File: src/rtl/pdm_deserializer_if.sv
// pdm_deserializer_if: controller/microphone-side signals of the PDM deserializer
interface pdm_deserializer_if #(
  parameter int WORD_W = 16
);
  logic                         D_enable;
  logic                         pdm_data_i;
  logic                         M_CLK;
  logic                         M_LRSEL;
  logic [WORD_W-1:0]            data_o;
  logic [$clog2(WORD_W+1)-1:0]  ones_o;
  logic                         one_done;
  modport master (
    output D_enable, pdm_data_i,
    input  M_CLK, M_LRSEL, data_o, ones_o, one_done
  );
  modport slave (
    input  D_enable, pdm_data_i,
    output M_CLK, M_LRSEL, data_o, ones_o, one_done
  );
endinterface

File: src/rtl/pdm_deserializer.sv
// pdm_deserializer: generates the PDM mic clock and packs rising-edge samples into words
module pdm_deserializer #(
  parameter int CLK_DIV = 50,
  parameter int WORD_W  = 16
) (
  input  logic             clock_i,
  input  logic             Reset_n,
  pdm_deserializer_if.slave bus
);
  localparam int DW = $clog2(CLK_DIV);
  localparam int BW = $clog2(WORD_W);
  localparam int OW = $clog2(WORD_W+1);
  typedef enum logic {IDLE, RUN} state_t;
  state_t              r_state, w_state;
  logic [DW-1:0]       r_div, w_div;
  logic                r_mclk, w_mclk;
  logic [BW-1:0]       r_bit, w_bit;
  logic [WORD_W-2:0]   r_shift, w_shift;
  logic [OW-1:0]       r_acc, w_acc;
  logic [WORD_W-1:0]   r_data, w_data;
  logic [OW-1:0]       r_ones, w_ones;
  logic                r_done, w_done;
  logic                w_wrap;
  logic                w_rise;
  logic [WORD_W-1:0]   w_word;
  assign w_wrap = r_div == DW'(CLK_DIV-1);
  assign w_rise = r_state == RUN && bus.D_enable && w_wrap && !r_mclk;
  assign w_word = {r_shift, bus.pdm_data_i};
  assign bus.M_CLK    = r_mclk;
  assign bus.M_LRSEL  = 1'b0;
  assign bus.data_o   = r_data;
  assign bus.ones_o   = r_ones;
  assign bus.one_done = r_done;
  // state and datapath registers; reset clears everything without waiting for a clock
  always_ff @(posedge clock_i or negedge Reset_n) begin
    if (!Reset_n) begin
      r_state <= IDLE;
      r_div   <= '0;
      r_mclk  <= 1'b0;
      r_bit   <= '0;
      r_shift <= '0;
      r_acc   <= '0;
      r_data  <= '0;
      r_ones  <= '0;
      r_done  <= 1'b0;
    end else begin
      r_state <= w_state;
      r_div   <= w_div;
      r_mclk  <= w_mclk;
      r_bit   <= w_bit;
      r_shift <= w_shift;
      r_acc   <= w_acc;
      r_data  <= w_data;
      r_ones  <= w_ones;
      r_done  <= w_done;
    end
  end
  // next state: dropping D_enable always wins, discarding any partial word
  always_comb begin
    w_state = r_state;
    w_div   = r_div;
    w_mclk  = r_mclk;
    w_bit   = r_bit;
    w_shift = r_shift;
    w_acc   = r_acc;
    w_data  = r_data;
    w_ones  = r_ones;
    w_done  = 1'b0;
    if (!bus.D_enable) begin
      w_state = IDLE;
      w_div   = '0;
      w_mclk  = 1'b0;
      w_bit   = '0;
      w_shift = '0;
      w_acc   = '0;
    end else if (r_state == IDLE) begin
      w_state = RUN;
    end else begin
      w_div  = w_wrap ? '0 : r_div + 1'b1;
      w_mclk = r_mclk ^ w_wrap;
      if (w_rise) begin
        w_shift = w_word[WORD_W-2:0];
        if (r_bit == BW'(WORD_W-1)) begin
          w_data = w_word;
          w_ones = r_acc + OW'(bus.pdm_data_i);
          w_done = 1'b1;
          w_bit  = '0;
          w_acc  = '0;
        end else begin
          w_bit = r_bit + 1'b1;
          w_acc = r_acc + OW'(bus.pdm_data_i);
        end
      end
    end
  end
endmodule

File: src/flat_wrapper.sv
// flat-port wrapper written by rule: the top's interface ports become plain ports
module pdm_deserializer_flat 
#(
  parameter int CLK_DIV = 50,
  parameter int WORD_W  = 16
)
  (clock_i, Reset_n, bus_D_enable, bus_pdm_data_i, bus_M_CLK, bus_M_LRSEL, bus_data_o, bus_ones_o, bus_one_done);
  pdm_deserializer_if #(.WORD_W(WORD_W)) bus_i ();
  input  logic clock_i;
  input  logic Reset_n;
  input wire logic [$bits(bus_i.D_enable)-1:0] bus_D_enable;
  input wire logic [$bits(bus_i.pdm_data_i)-1:0] bus_pdm_data_i;
  output wire logic [$bits(bus_i.M_CLK)-1:0] bus_M_CLK;
  output wire logic [$bits(bus_i.M_LRSEL)-1:0] bus_M_LRSEL;
  output wire logic [$bits(bus_i.data_o)-1:0] bus_data_o;
  output wire logic [$bits(bus_i.ones_o)-1:0] bus_ones_o;
  output wire logic [$bits(bus_i.one_done)-1:0] bus_one_done;
  assign bus_i.D_enable = bus_D_enable;
  assign bus_i.pdm_data_i = bus_pdm_data_i;
  assign bus_M_CLK = bus_i.M_CLK;
  assign bus_M_LRSEL = bus_i.M_LRSEL;
  assign bus_data_o = bus_i.data_o;
  assign bus_ones_o = bus_i.ones_o;
  assign bus_one_done = bus_i.one_done;
  pdm_deserializer #(.CLK_DIV(CLK_DIV), .WORD_W(WORD_W)) u_core (.clock_i(clock_i), .Reset_n(Reset_n), .bus(bus_i));
endmodule
File: config.mk
export PLATFORM = sky130hd
export DESIGN_NAME = pdm_deserializer_flat
export DESIGN_NICKNAME = d
export VERILOG_FILES = /design/src/rtl/pdm_deserializer_if.sv /design/src/rtl/pdm_deserializer.sv /design/src/flat_wrapper.sv
export SDC_FILE = /design/constraint.sdc
export NUM_CORES = 1
export LEC_CHECK = 0
export BUFFER_PORTS_ARGS = -buffer_cell sky130_fd_sc_hd__clkbuf_2
export CORE_MARGIN = 5
export CORE_UTILIZATION = 60
export DETAILED_ROUTE_END_ITERATION = 8
export GPL_TIMING_DRIVEN = 1
export PLACE_DENSITY_LB_ADDON = 0.2
export SLEW_MARGIN = 15
export SYNTH_ARGS = -nofsm -noshare
export SYNTH_HDL_FRONTEND = slang
export SYNTH_SLANG_ARGS = --single-unit
File: constraint.sdc
create_clock -name clock_i -period 5.5 [get_ports clock_i]
set_input_delay 1.1 -clock clock_i [delete_from_list [all_inputs] [get_ports clock_i]]
set_output_delay 1.1 -clock clock_i [all_outputs]
set_load 0.03 [all_outputs]
### Word-level counts from Yosys, hierarchy flattened

Index checks and enable logic that the tools add are counted.

* $add $sub $neg: 3
* multiply operators: 0
* div/mod/pow operators: 0
* $lt $le $gt $ge: 0
* equality and inequality tests: 4
* shift operators: 0
* muxes and demuxes: 21
* bitwise logic cells: 1
* reductions and logical operators: 6

Operators by type and width (count)
* $mux 15: 3
* $mux 5: 4
* $mux 6: 3
* $mux 4: 4
* $mux 1: 7
* $add 6x1->6 const B: 1
* $eq 6x6->1 const B: 1
* $add 5x1->5: 1
* $add 4x1->4 const B: 1
* $eq 4x4->1 const B: 1
* $ne 2x1->1 const B: 2
* $reduce_and 4->1: 1
* $logic_and 1x1->1: 3
* $reduce_and 2->1: 1
* $logic_not 1->1: 1
* $xor 1x1->1: 1

* register bits after elaboration: 54
* latch bits: 0
* RAM bits: 0
* ROM bits: 0
* input bits: 4
* word-level logic and storage cells: 44
* memories: 0

### Logic depth before layout (Yosys ltp)

Gate-level depths: netlist of the first run.

* depth in word-level cells: 6
* gate-level depth with buffers: 7
* depth with buffers taken out: 5

### Least setup slack after synthesis of the first run

Ideal clock, no wire load.

* path type: input to register
* start point: input bus_D_enable
* end point: register u_core.r_data[0], in the netlist u_core.bus.data_o[0]
* library setup time: 0.125 ns
* data arrival time: 2.056 ns
* required time: 5.375 ns
* path slack: 3.318 ns
* stages on the path: 4
* cells stage by stage: nand3b_1 or4_4 buf_6 mux2_4

* word-level cells in the longest chain between the ends: 4

Ends and longest elaborated chain
* start, declared: line flat_wrapper.sv:11 `input wire logic [$bits(bus_i.D_enable)-1:0] bus_D_enable;`
* $logic_and 1x1->1 (3 in a row): line pdm_deserializer.sv:27 `assign w_rise = r_state == RUN && bus.D_enable && w_wrap && !r_mclk;`
* $reduce_and 4->1 (no line) (*)
* end signal, assigned: line pdm_deserializer.sv:53 `r_data <= w_data;`
* end, declared: line pdm_deserializer.sv:20 `logic [WORD_W-1:0] r_data, w_data;`

Every way passes the cells marked *; elsewhere a longest branch is shown, timed or not.
A chain may end at the register's enable or synchronous reset.

### Worst setup path after layout of the first run

* start point: register u_core.r_div[3]
* end point: register u_core.r_data[11], in the netlist u_core.bus.data_o[11]

* word-level cells in the longest chain between the ends: 4

Ends and longest elaborated chain
* start, declared: line pdm_deserializer.sv:15 `logic [DW-1:0] r_div, w_div;`
* start signal, assigned: line pdm_deserializer.sv:48 `r_div <= w_div;`
* $eq 6x6->1: line pdm_deserializer.sv:26 `assign w_wrap = r_div == DW'(CLK_DIV-1);`
* $logic_and 1x1->1 (2 in a row): line pdm_deserializer.sv:27
* $reduce_and 4->1 (no line)

No other way between the ends.

==> results of run 1 <==
## kinds of logic after synthesis
logic type	synth area share, %
and+or+nand+nor	11.0
xor gates and xnor gates	1.39
AOI/OAI and AO/OA	14.2
adders and majority gates	2.49
DFF	53.8
muxes	12.0
other	0.149
buffers and inverters	4.98
## layout make-up
cell class / instances / area [um^2] / area share, %
Timing Repair Buffer: 28 / 145 / 5.29
Multi-Input combinational cell: 141 / 1040 / 37.9
Clock inverter: 3 / 47.5 / 1.73
Tap cell: 50 / 62.6 / 2.28
Clock buffer: 5 / 68.8 / 2.51
Sequential cell: 54 / 1350 / 49.2
Inverter: 8 / 30.0 / 1.09
## cell usage in the layout, fill, tap and decap left out, drive strengths merged, types with 2 or more instances in the layout
| master | count |
|---|---|
| nand3 | 21 |
| a311o | 3 |
| dfrtp | 54 |
| o21ai | 19 |
| xor2 | 4 |
| or4 | 3 |
| nand2 | 8 |
| o211ai | 2 |
| mux2i | 2 |
| clkbuf | 31 |
| inv | 9 |
| nand4 | 6 |
| nand3b | 2 |
| o22ai | 3 |
| ha | 5 |
| mux2 | 19 |
| buf | 2 |
| nor2 | 2 |
| a21oi | 27 |
## worst reg2reg max path: stages (launching register included)
cell and delay (ns):
dfrtp_1 0.45, or3b_1 0.74, or4_4 0.88, mux2_4 0.39
## flip-flops by register name, indices dropped and copies added, names as in the netlist
signal               flops
u_core.bus.data_o       16
u_core.r_shift          15
u_core.r_div             6
u_core.bus.ones_o        5
u_core.r_acc             5
u_core.r_bit             4
u_core.bus.M_CLK         1
u_core.bus.one_done      1
u_core.r_state           1
## where the power goes
| group | switching, mW | internal (mW) |
|---|---|---|
| registers | 0.00232 | 0.398 |
| logic | 0.0162 | 0.00410 |
| clock network | 0.132 | 0.138 |
| total | 0.151 | 0.540 |
## metrics by stage
stage / power, mW / utilization (%) / instances / hold slack [ns]
after floorplan: 0.417 / - / 221 / 0.474
after global placement: 0.429 / 65.2 / 281 / 0.491
after detailed placement: 0.429 / 65.2 / 281 / 0.496
after CTS: 0.697 / 68.1 / 289 / 0.522
after global routing: 0.712 / 68.1 / 289 / 0.538
final: 0.691 / 68.1 / 289 / 0.519
## layer usage
metal  vias up  wire length (um)  global-route usage, %
li1        834                 -                      -
met1       881              2170                   27.3
met2        40              2370                   30.7
met3         5               189                   2.80
met4         0                79                   7.71
met5         -                 0                      0
## worst max-delay path by stage
stage / end / slack (ns) / cells after the start
floorplan: u_core.bus.data_o[0] / 3.32 / 4
global placement: u_core.bus.data_o[6] / 3.01 / 3
detailed placement: u_core.bus.ones_o[1] / 2.95 / 3
CTS: u_core.bus.ones_o[1] / 2.95 / 3
global route: u_core.bus.ones_o[1] / 2.83 / 3
finish: u_core.bus.data_o[11] / 2.94 / 3
==> flow_metrics.env, run 1 <==
export IMPL_status="finished clean"
export IMPL_finish_instance_area_um2=2750
export IMPL_setup_viol=0
export IMPL_synthCells=221
export IMPL_synth_seq_cells=54
export IMPL_pre_cts_ws_ns=2.95
export IMPL_ir_drop_v=0.000153
export IMPL_io_pins=28
export IMPL_layout_nets=247
export IMPL_vias=1760
export IMPL_port_buffers=26
export IMPL_cts_buffers=5
export IMPL_p_leak_nw=1.32
export IMPL_slew_headroom_pct=37.1
export IMPL_grt_overflow=0
export IMPL_reg2reg_depth=3
export IMPL_htree_levels=2
export IMPL_yosysSeqAreaShare_pct=53.8
export IMPL_place_congestion=0.879
export IMPL_hold_viol_final=0
export IMPL_via_per_inst=6.09
export IMPL_drv_cap=0
export IMPL_period_needed_ns=2.56
export IMPL_ctsLongestPathBuffers=2
export IMPL_synth_edf_count=0
export IMPL_crit_required_ns=5.70
export IMPL_cts_hold_buf=0
export IMPL_final_setup_worst_slack_ns=2.94
export IMPL_path_delay_family="simple AND/OR/NAND/NOR gates"
export IMPL_cp_slowest_cell="or4_4"
export IMPL_root_buffer="clkbuf_8"
export IMPL_drive_above_1_share_pct=24.3
export IMPL_pwr_density_cell_nw_per_um2=252
export IMPL_syn_nets=230
export IMPL_worstHoldEndpoint="u_core.bus.data_o[5]"
export IMPL_core_area_um2=4030
export IMPL_min_period_over_period_pct=46.5
export IMPL_ant_nets=0
export IMPL_r2r_start="u_core.r_div[3]"
export IMPL_finClkSkew_ns=0.00989
export IMPL_crit_start="u_core.r_div[3]"
export IMPL_track_usage_pct=19.4
export IMPL_worst_slew_pin_slew_ns=0.943
export IMPL_max_freq_mhz=391
export IMPL_dpl_cell_area_um2=2630
export IMPL_netlist_area_um2=2510
export IMPL_cts_resized_gates=0
export IMPL_r2r_slack_ns=2.94
export IMPL_yosysTopAreaCellShare_pct=53.8
export IMPL_criticalPathCategory="flip-flop to flip-flop"
export IMPL_die_y_um=74.7
export IMPL_cts_setup_buffers=0
export IMPL_rows=23
export IMPL_clk_pin_slew_ns=0.10
export IMPL_yosysTopAreaCell="dfrtp_1"
export IMPL_ys_flop_type="dfrtp_1"
export IMPL_wl_um=4810
export IMPL_slew_violations=0
export IMPL_clock_latency_ns=0.31
export IMPL_fin_setup_tns_ns=0
export IMPL_diodes=0
export IMPL_path_max_fanout=27
export IMPL_drc_errors=0
export IMPL_start_kind="flip-flop"
export IMPL_synth_most_common_cell="dfrtp_1"
export IMPL_wl_per_cell_um=16.6
export IMPL_die_area_um2=5580
export IMPL_die_w_um=74.7
export IMPL_cts_sinks=54
export IMPL_dp_hpwl_um=3030
export IMPL_arrival_ns=2.76
export IMPL_fillCellCount=311
export IMPL_cp_cell_sequence="or3b_1, or4_4, mux2_4"
export IMPL_cp_num_buf_inv=0
export IMPL_yosysWarningCount=0
export IMPL_grt_max_degree=55
export IMPL_tritoncts="yes"
export IMPL_avgSynthCellArea_um2=11.4
export IMPL_yosys_top_cells_area="dfrtp_1, mux2_4, a21oi_1"
export IMPL_postSynth_asyncResetShare_pct=100
export IMPL_timing_rr_end="u_core.bus.data_o[11]"
export IMPL_grt_pass1_vias=1682
export IMPL_grt_pass1_wl_um=8200
export IMPL_worstSetupEndpointType="flip-flop"
export IMPL_synth_distinct_cells=38
export IMPL_drt_iter0_drc=160
export IMPL_rsz0062_at_grt="no"
export IMPL_antenna_found_initial=0
export IMPL_cpPeakStageDelay_ns=0.88
export IMPL_area_growth_syn_to_layout_pct=9.32
export IMPL_drt_pass1_iter_count=4
export IMPL_synth_common_cells="dfrtp_1, a21oi_1, nand3_1"
export IMPL_hp_start="u_core.bus.data_o[5]"
export IMPL_start_util_pct=62.3
export IMPL_holdPathStages=1
export IMPL_hold_class="flip-flop to flip-flop"
(Power assumes the default switching activity.)
==> inputs of run 2 (changes only) <==
- CORE_UTILIZATION: 60 -> 57
- clock period: 5.5 -> 2.7 ns (I/O delays scaled with it)
==> flow_metrics.env, run 2 (synthesized netlist as in run 1, its figures left out) <==
export IMPL_clock_latency_ns=0.32
export IMPL_drt_pass1_iter_count=4
export IMPL_ir_drop_v=0.000399
export IMPL_seqPwrFrac_pct=61.6
export IMPL_cts_buffers=5
export IMPL_antenna_found_initial=0
export IMPL_criticalPathCategory="flip-flop to flip-flop"
export IMPL_cpPeakStageDelay_ns=0.75
export IMPL_die_area_um2=5830
export IMPL_rows=24
export IMPL_ant_nets=0
export IMPL_root_buffer="clkbuf_8"
export IMPL_pre_cts_ws_ns=0.574
export IMPL_worstSetupEndpointType="flip-flop"
export IMPL_wl_per_cell_um=16.3
export IMPL_cell_internal_pwr_mw=1.01
export IMPL_clk_pin_slew_ns=0.11
export IMPL_hold_viol_final=0
export IMPL_crit_required_ns=2.90
export IMPL_layout_nets=251
export IMPL_top_layer="met4"
export IMPL_period_needed_ns=2.16
export IMPL_drt_iter0_drc=143
export IMPL_power_total_mw=1.32
export IMPL_via_per_inst=5.95
export IMPL_htree_levels=2
export IMPL_diodes=0
export IMPL_pwr_density_cell_nw_per_um2=480
export IMPL_port_buffers=26
export IMPL_arrival_ns=2.36
export IMPL_die_y_um=76.4
export IMPL_io_pins=28
export IMPL_status="finished clean"
export IMPL_tritoncts="yes"
export IMPL_final_cell_mix="dfrtp_1, a21oi_1, clkbuf_2, nand3_1, o21ai_0"
export IMPL_track_usage_pct=17.7
export IMPL_drive_above_1_share_pct=25.5
export IMPL_final_setup_worst_slack_ns=0.538
export IMPL_clkPwrFrac_pct=35.2
export IMPL_wl_um=4820
export IMPL_hold_class="primary input to async pin"
export IMPL_grt_pass1_wl_um=8490
export IMPL_wl_met2_um=2280
export IMPL_cts_sinks=54
export IMPL_die_w_um=76.4
export IMPL_start_util_pct=58.1
export IMPL_grt_overflow=0
export IMPL_rsz0062_at_grt="no"
export IMPL_ctsLongestPathBuffers=2
export IMPL_cts_setup_buffers=0
export IMPL_sw_frac_of_total_pct=23.9
export IMPL_min_period_over_period_pct=80.1
export IMPL_final_common_cell="dfrtp_1"
export IMPL_max_freq_mhz=463
export IMPL_wl_met1_um=2210
export IMPL_grt_pass1_vias=1762
export IMPL_grt_max_degree=55
export IMPL_comb_power_share_pct=3.2
export IMPL_vias=1754
export IMPL_fin_setup_tns_ns=0
export IMPL_worst_slew_pin_slew_ns=0.665
export IMPL_setup_viol=0
export IMPL_slew_violations=0
export IMPL_cts_hold_buf=0
export IMPL_start_kind="flip-flop"
export IMPL_cts_resized_gates=0
export IMPL_p_sw_mw=0.316
export IMPL_cp_cell_sequence="ha_1, nand3_1, or4_4, mux2_4"
export IMPL_largest_reg_flops=16
export IMPL_place_congestion=0.848
export IMPL_core_area_um2=4320
export IMPL_drc_errors=0
export IMPL_area_growth_syn_to_layout_pct=9.72
export IMPL_slew_headroom_pct=55.7
export IMPL_drv_cap=0
export IMPL_cp_slowest_cell="or4_4"
export IMPL_dr_wl_met3_um=256
export IMPL_finClkSkew_ns=0.0128
export IMPL_path_max_fanout=21
export IMPL_p_leak_nw=1.33
export IMPL_dp_hpwl_um=3060
run 2: changes by cell type in the layout (fill, tap and decap cells not counted), sizes merged:
cell,delta
buf,+4
bufinv,-1
clkinvlp,+1
run 2: metal layers:
metal	vias to the layer above	track usage, %
li1	843	-
met1	866	23.3
met2	39	28.3
met3	6	5.67
met4	0	4.90
met5	-	0
run 2: power groups by stage:
| stage | combinational (mW) | clock, mW | sequential (mW) |
|---|---|---|---|
| 2_1_floorplan | 0.0194 | 0 | 0.831 |
| 3_3_place_gp | 0.0429 | 0 | 0.832 |
| 3_5_place_dp | 0.0428 | 0 | 0.832 |
| 4_1_cts | 0.0430 | 0.477 | 0.816 |
| 5_1_grt | 0.0479 | 0.512 | 0.817 |
| 6_report | 0.0417 | 0.466 | 0.816 |
run 2: worst max-delay path: cells and delay by family, from the launching register on:
kind | cells | cell delay [ns]
multiplexers | 1 | 0.37
AND/OR/NAND/NOR | 2 | 0.96
adder cells (fa/ha/maj) | 1 | 0.28
flip-flops | 1 | 0.43
run 2: area by class of cell:
type,instances,area [um^2]
sequential,54,1350
fill,371,1570
timing repair buffer,32,175
inverter,8,30.0
tap,52,65.1
clock inverter,3,25.0
clock buffer,5,68.8
multi-input combinational,141,1040
run 2: path summary, 6_finish.rpt:
path | start | cells after the start | endpoint | slack, ns
max | u_core.r_bit[0] | 4 | u_core.bus.data_o[9] | 0.54
min | Reset_n | 2 | u_core.bus.ones_o[0] | 0.34
max reg2reg | u_core.r_bit[0] | 4 | u_core.bus.data_o[9] | 0.54
min reg2reg | u_core.r_shift[14] | 1 | u_core.bus.data_o[15] | 0.52
max in group asynchronous | Reset_n | 2 | u_core.r_shift[7] | 1.92
min in group clock_i | bus_D_enable | 1 | u_core.r_state | 0.42
run 2: through the flow:
| step | utilization [%] | cell area (um^2) | hold slack, ns | instances |
|---|---|---|---|---|
| after floorplan | - | 2510 | 0.244 | 221 |
| after global placement | 61.5 | 2660 | 0.490 | 287 |
| after detailed placement | 61.5 | 2660 | 0.500 | 287 |
| after CTS | 63.7 | 2760 | 0.361 | 295 |
| after global routing | 63.7 | 2760 | 0.385 | 295 |
| final | 63.7 | 2760 | 0.336 | 295 |
